### src/rtl/mips_hilo_ctrl.sv
// rtl/mips_hilo_ctrl.sv - HI/LO register unit and issue controller for a pipelined multiplier
module mips_hilo_ctrl #(
    parameter int DATA_W   = 32,
    parameter int MULT_LAT = 4
) (
    input  logic              clk,
    input  logic              rst,
    input  logic              op_valid,
    input  logic [2:0]        op_code,
    input  logic [DATA_W-1:0] src_a,
    input  logic [DATA_W-1:0] src_b,
    output logic              stall,
    output logic [DATA_W-1:0] rd_data,
    output logic              mult_start,
    output logic [DATA_W-1:0] mult_src_a,
    output logic [DATA_W-1:0] mult_src_b,
    input  logic              mult_done,
    input  logic [DATA_W-1:0] mult_lower,
    input  logic [DATA_W-1:0] mult_higher,
    output logic [DATA_W-1:0] hi,
    output logic [DATA_W-1:0] lo,
    output logic              err
);

    localparam logic [0:0] S_IDLE = 1'b0;
    localparam logic [0:0] S_BUSY = 1'b1;

    localparam logic [2:0] OP_NOP   = 3'd0;
    localparam logic [2:0] OP_MULT  = 3'd1;
    localparam logic [2:0] OP_MULTU = 3'd2;
    localparam logic [2:0] OP_MTHI  = 3'd3;
    localparam logic [2:0] OP_MTLO  = 3'd4;
    localparam logic [2:0] OP_MFHI  = 3'd5;
    localparam logic [2:0] OP_MFLO  = 3'd6;
    localparam logic [2:0] OP_RSVD  = 3'd7;

    localparam int P_W  = 2 * DATA_W;
    localparam int WD_W = $clog2(MULT_LAT + 2);
    localparam logic [WD_W-1:0] WD_LAST = WD_W'(MULT_LAT);

    logic [0:0]      state;
    logic            neg;
    logic [WD_W-1:0] wd;
    logic            op_real;
    logic            accept;
    logic [P_W-1:0]  product;
    logic [P_W-1:0]  product_signed;

    // Two's-complement magnitude; the most negative value maps onto itself,
    // which is the correct unsigned magnitude for the multiplier.
    function automatic logic [DATA_W-1:0] magnitude(input logic [DATA_W-1:0] v);
        return v[DATA_W-1] ? (~v + {{(DATA_W-1){1'b0}}, 1'b1}) : v;
    endfunction

    assign op_real = op_valid && (op_code != OP_NOP) && (op_code != OP_RSVD);
    assign accept  = op_real && (state == S_IDLE);
    assign stall   = op_real && (state == S_BUSY);

    assign product        = {mult_higher, mult_lower};
    assign product_signed = neg ? (~product + {{(P_W-1){1'b0}}, 1'b1}) : product;

    always_comb begin
        rd_data = '0;
        if (accept && op_code == OP_MFHI) begin
            rd_data = hi;
        end else if (accept && op_code == OP_MFLO) begin
            rd_data = lo;
        end
    end

    always_ff @(posedge clk) begin
        if (rst) begin
            state      <= S_IDLE;
            hi         <= '0;
            lo         <= '0;
            mult_start <= 1'b0;
            mult_src_a <= '0;
            mult_src_b <= '0;
            err        <= 1'b0;
            neg        <= 1'b0;
            wd         <= '0;
        end else begin
            mult_start <= 1'b0;
            case (state)
                S_IDLE: begin
                    if (mult_done) begin
                        err <= 1'b1;
                    end
                    if (accept) begin
                        case (op_code)
                            OP_MULTU: begin
                                mult_start <= 1'b1;
                                mult_src_a <= src_a;
                                mult_src_b <= src_b;
                                neg        <= 1'b0;
                                wd         <= '0;
                                state      <= S_BUSY;
                            end
                            OP_MULT: begin
                                mult_start <= 1'b1;
                                mult_src_a <= magnitude(src_a);
                                mult_src_b <= magnitude(src_b);
                                neg        <= src_a[DATA_W-1] ^ src_b[DATA_W-1];
                                wd         <= '0;
                                state      <= S_BUSY;
                            end
                            OP_MTHI: hi <= src_a;
                            OP_MTLO: lo <= src_a;
                            default: ;
                        endcase
                    end
                end
                S_BUSY: begin
                    // Held ops stay stalled through the done cycle and replay against the new HI/LO.
                    if (mult_done) begin
                        {hi, lo} <= product_signed;
                        state    <= S_IDLE;
                    end else if (wd == WD_LAST) begin
                        err   <= 1'b1;
                        wd    <= wd + 1'b1;
                        state <= S_IDLE;
                    end else begin
                        wd <= wd + 1'b1;
                    end
                end
                default: state <= S_IDLE;
            endcase
        end
    end

endmodule

### config.mk
export PLATFORM = sky130hd
export DESIGN_NAME = mips_hilo_ctrl
export DESIGN_NICKNAME = d
export VERILOG_FILES = /design/src/rtl/mips_hilo_ctrl.sv
export SDC_FILE = /design/constraint.sdc
export NUM_CORES = 1
export LEC_CHECK = 0
export CORE_UTILIZATION = 45
export CTS_CLUSTER_SIZE = 14
export DETAILED_ROUTE_END_ITERATION = 12
export GPL_ROUTABILITY_DRIVEN = 0
export PLACE_DENSITY = 0.9
export SETUP_SLACK_MARGIN = 0.02
export SLEW_MARGIN = 0
export SYNTH_ARGS = -nofsm -noshare
export SYNTH_HDL_FRONTEND = slang
export SYNTH_SLANG_ARGS = --single-unit
### constraint.sdc
create_clock -name clk -period 3.45 [get_ports clk]
set_input_delay 0.69 -clock clk [delete_from_list [all_inputs] [get_ports clk]]
set_output_delay 0.69 -clock clk [all_outputs]
set_load 0.01 [all_outputs]
==> impl_metrics.env <==
export IMPL_outcome="finished, violations left"
export IMPL_violations="setup timing"
export IMPL_fin_nets=1562
export IMPL_grt_max_degree=68
export IMPL_drt_wl_total_um=35400
export IMPL_drv_slew=0
export IMPL_drt_iter0_drc=1354
export IMPL_syn_inst=1103
export IMPL_initial_core_util_pct=46.0
export IMPL_rsz0062_at_grt="yes"
export IMPL_core_um2=18700
export IMPL_diodes=0
export IMPL_critPathRequiredTime_ns=2.76
export IMPL_rrSetupSlack_ns=0.92
export IMPL_ant_nets=0
export IMPL_n_fill_cell=1530
export IMPL_timing_final_crit_share_pct=101
export IMPL_cp_common_cell="clkdlybuf4s50_1"
export IMPL_insertion_delay_ns=0.43
export IMPL_max_cap_violations=0
export IMPL_placed_cells=1634
export IMPL_drt_pass1_iter_count=7
export IMPL_vias=10700
export IMPL_area_growth_pct=49.8
export IMPL_synthArstFlopShare_pct=0
export IMPL_num_rows=50
export IMPL_fin_skew_ns=0.00979
export IMPL_start_kind="input pin"
export IMPL_finish_utilization_pct=68.9
export IMPL_layout_drive_gt1_share_pct=10.2
export IMPL_fin_cells=1669
export IMPL_setup_violations=17
export IMPL_post_drt_wl_per_cell_um=21.2
export IMPL_die_x_um=140
export IMPL_hold_violations=0
export IMPL_htree_levels=4
export IMPL_crit_arrival_ns=2.79
export IMPL_yosys_most_used_dff="dfxtp_1"
export IMPL_grt_pass1_wl_um=53700
export IMPL_cts_tree="done"
export IMPL_total_power_mw=4.38
export IMPL_num_io_pins=298
export IMPL_finalWorstSetupSlack_ns=-0.0338
export IMPL_vdd_drop_max_mv=0.258
export IMPL_crit_slowest_cell="clkdlybuf4s50_1"
export IMPL_grt_usage_pct=35.1
export IMPL_syn_area_per_cell_um2=7.80
export IMPL_antenna_found_initial=0
export IMPL_p_leak_nw=4.35
export IMPL_port_buffers=297
export IMPL_synth_nets=1243
export IMPL_fin_crit_ns=3.48
export IMPL_worstSetupEndpointType="output pin"
export IMPL_crit_type="input pin to output pin"
export IMPL_first_global_vias=9872
export IMPL_fmax_mhz=287
export IMPL_syn_area_um2=8600
export IMPL_path_cells="clkdlybuf4s50_1 > nand3b_1 > nor3b_4 > buf_4 > buf_12 > a22o_1 > clkdlybuf4s50_1"
export IMPL_clk_pin_slew_worst_paths_ns=0.06
export IMPL_cts_buffer_depth=2
export IMPL_cts_buffers_inserted=17
export IMPL_ys_seq_elements=135
export IMPL_post_place_ws_ns=-0.0517
export IMPL_die_height_um=140
export IMPL_dp_hpwl_um=26400
export IMPL_timing_setup_tns_ns=-0.258
export IMPL_synth_edf_count=0
export IMPL_slew_headroom_pct=39.3
export IMPL_clock_sinks=135
export IMPL_synth_seq_area_share_pct=31.4
export IMPL_cp_slowest_stage_delay_ns=0.54
export IMPL_die_area_um2=19700
export IMPL_powerDensity_nw_per_um2=340
export IMPL_critPathMaxFanout=16
export IMPL_yosys_warnings=0
export IMPL_vias_per_cell=6.38
export IMPL_tightest_slew_ns=0.909
export IMPL_overflow=0
export IMPL_ys_types=64
export IMPL_cts_root_buf="clkbuf_16"
export IMPL_drc=0
export IMPL_hold_path_class="flip-flop to flip-flop"
[critical path, delay by kind of cell]
family,cells,cell delay [ns]
compound gates,1,0.15
buf+inv,4,1.41
simple gates,2,0.53
[path summary, 6_finish.rpt]
kind / from / endpoint / cells after the start
max: op_valid / rd_data[30] / 7
min reg2reg: mult_src_b[0] / mult_src_b[0] / 2
max reg2reg: state / wd[2] / 6
min: mult_src_b[0] / mult_src_b[0] / 2
[power breakdown]
part | leakage, nW | switching (mW) | internal, mW
sequential | 1.10 | 0.0639 | 1.64
clock | 0.258 | 0.728 | 0.993
combinational | 2.99 | 0.491 | 0.463
[final cells by class]
type	instances	area [um^2]	area share (%)
clock buffer	18	429	3.33
clock inverter	14	130	1.01
inverter	15	56.3	0.437
multi-input combinational	863	5520	42.9
sequential	135	2700	21.0
tap	234	293	2.27
timing repair buffer	390	3750	29.1
[per-layer routing]
layer  wire length [um]  up-vias  GRT usage, %
met3               4330      154          7.86
li1                   -     4797             -
met5                  0        -             0
met4               1660        0          17.1
met2              16600      851          59.7
met1              12800     4848          41.8
[Yosys cell counts (32+ instances only)]
cell        n  area [um^2]
nor2_1    121          454
xor2_1     69          604
a22o_1     34          298
a21oi_1    74          370
nor3_1     37          185
clkbuf_1   81          304
o21ai_0    75          375
o31ai_1    32          240
dfxtp_1   135         2700
xnor2_1    32          280
a211oi_1   46          345
nand2_1    85          319
[through the flow]
stage | hold WS [ns] | area [um^2]
floorplan | 0.473 | 8600
global placement | 0.441 | 12300
detailed placement | 0.447 | 12300
CTS | 0.455 | 12800
global route | 0.486 | 12900
finish | 0.453 | 12900
[sequential cells by signal, indices dropped and copies added, names as in the netlist]
| name | cells |
|---|---|
| hi | 32 |
| lo | 32 |
| mult_src_a | 32 |
| mult_src_b | 32 |
| wd | 3 |
| err | 1 |
| mult_start | 1 |
| neg | 1 |
| state | 1 |
[cell usage in the layout, fill, tap and decap left out, types with 5 or more instances in the layout]
cell type        count
o31ai_1             31
buf_4               88
o21ai_0             75
a211oi_1            46
clkdlybuf4s50_1    296
o211ai_1             7
a2111oi_0            9
dfxtp_1            134
nand3_1             19
or4_1               17
nand2_1             85
xor2_1              69
nand4_1             13
clkbuf_16           18
o41ai_1             18
nor2_1             121
nor3_1              36
a311oi_1             5
a31oi_1              8
and3_1              10
a21o_1               7
clkinvlp_4           5
xnor2_1             32
buf_12               5
a221oi_1            19
nor4_1              24
a22o_1              34
a21oi_1             74
inv_1               15
nand2b_1             5
ha_1                 5
or3_1               20
clkinv_4             5
[cell families (layout without fill, tap and decap cells)]
| logic type | Yosys count | after routing | share of synthesized area (%) |
|---|---|---|---|
| mux | 4 | 4 | 0.480 |
| xor+xnor | 101 | 101 | 10.3 |
| buf+inv | 105 | 437 | 4.67 |
| fa+ha+maj | 5 | 5 | 0.727 |
| simple gates | 381 | 381 | 22.5 |
| flops | 135 | 135 | 31.4 |
| compound gates | 372 | 372 | 29.9 |
[what timing repair did]
| action | CTS | global route |
|---|---|---|
| endpoints found under the setup margin | 0 | 1 |
| hold buffers | 0 | 0 |
| resized for setup | 0 | 4 |
| buffers inserted | 0 | 2 |
No activity file was read; power rests on OpenSTA's default activity.
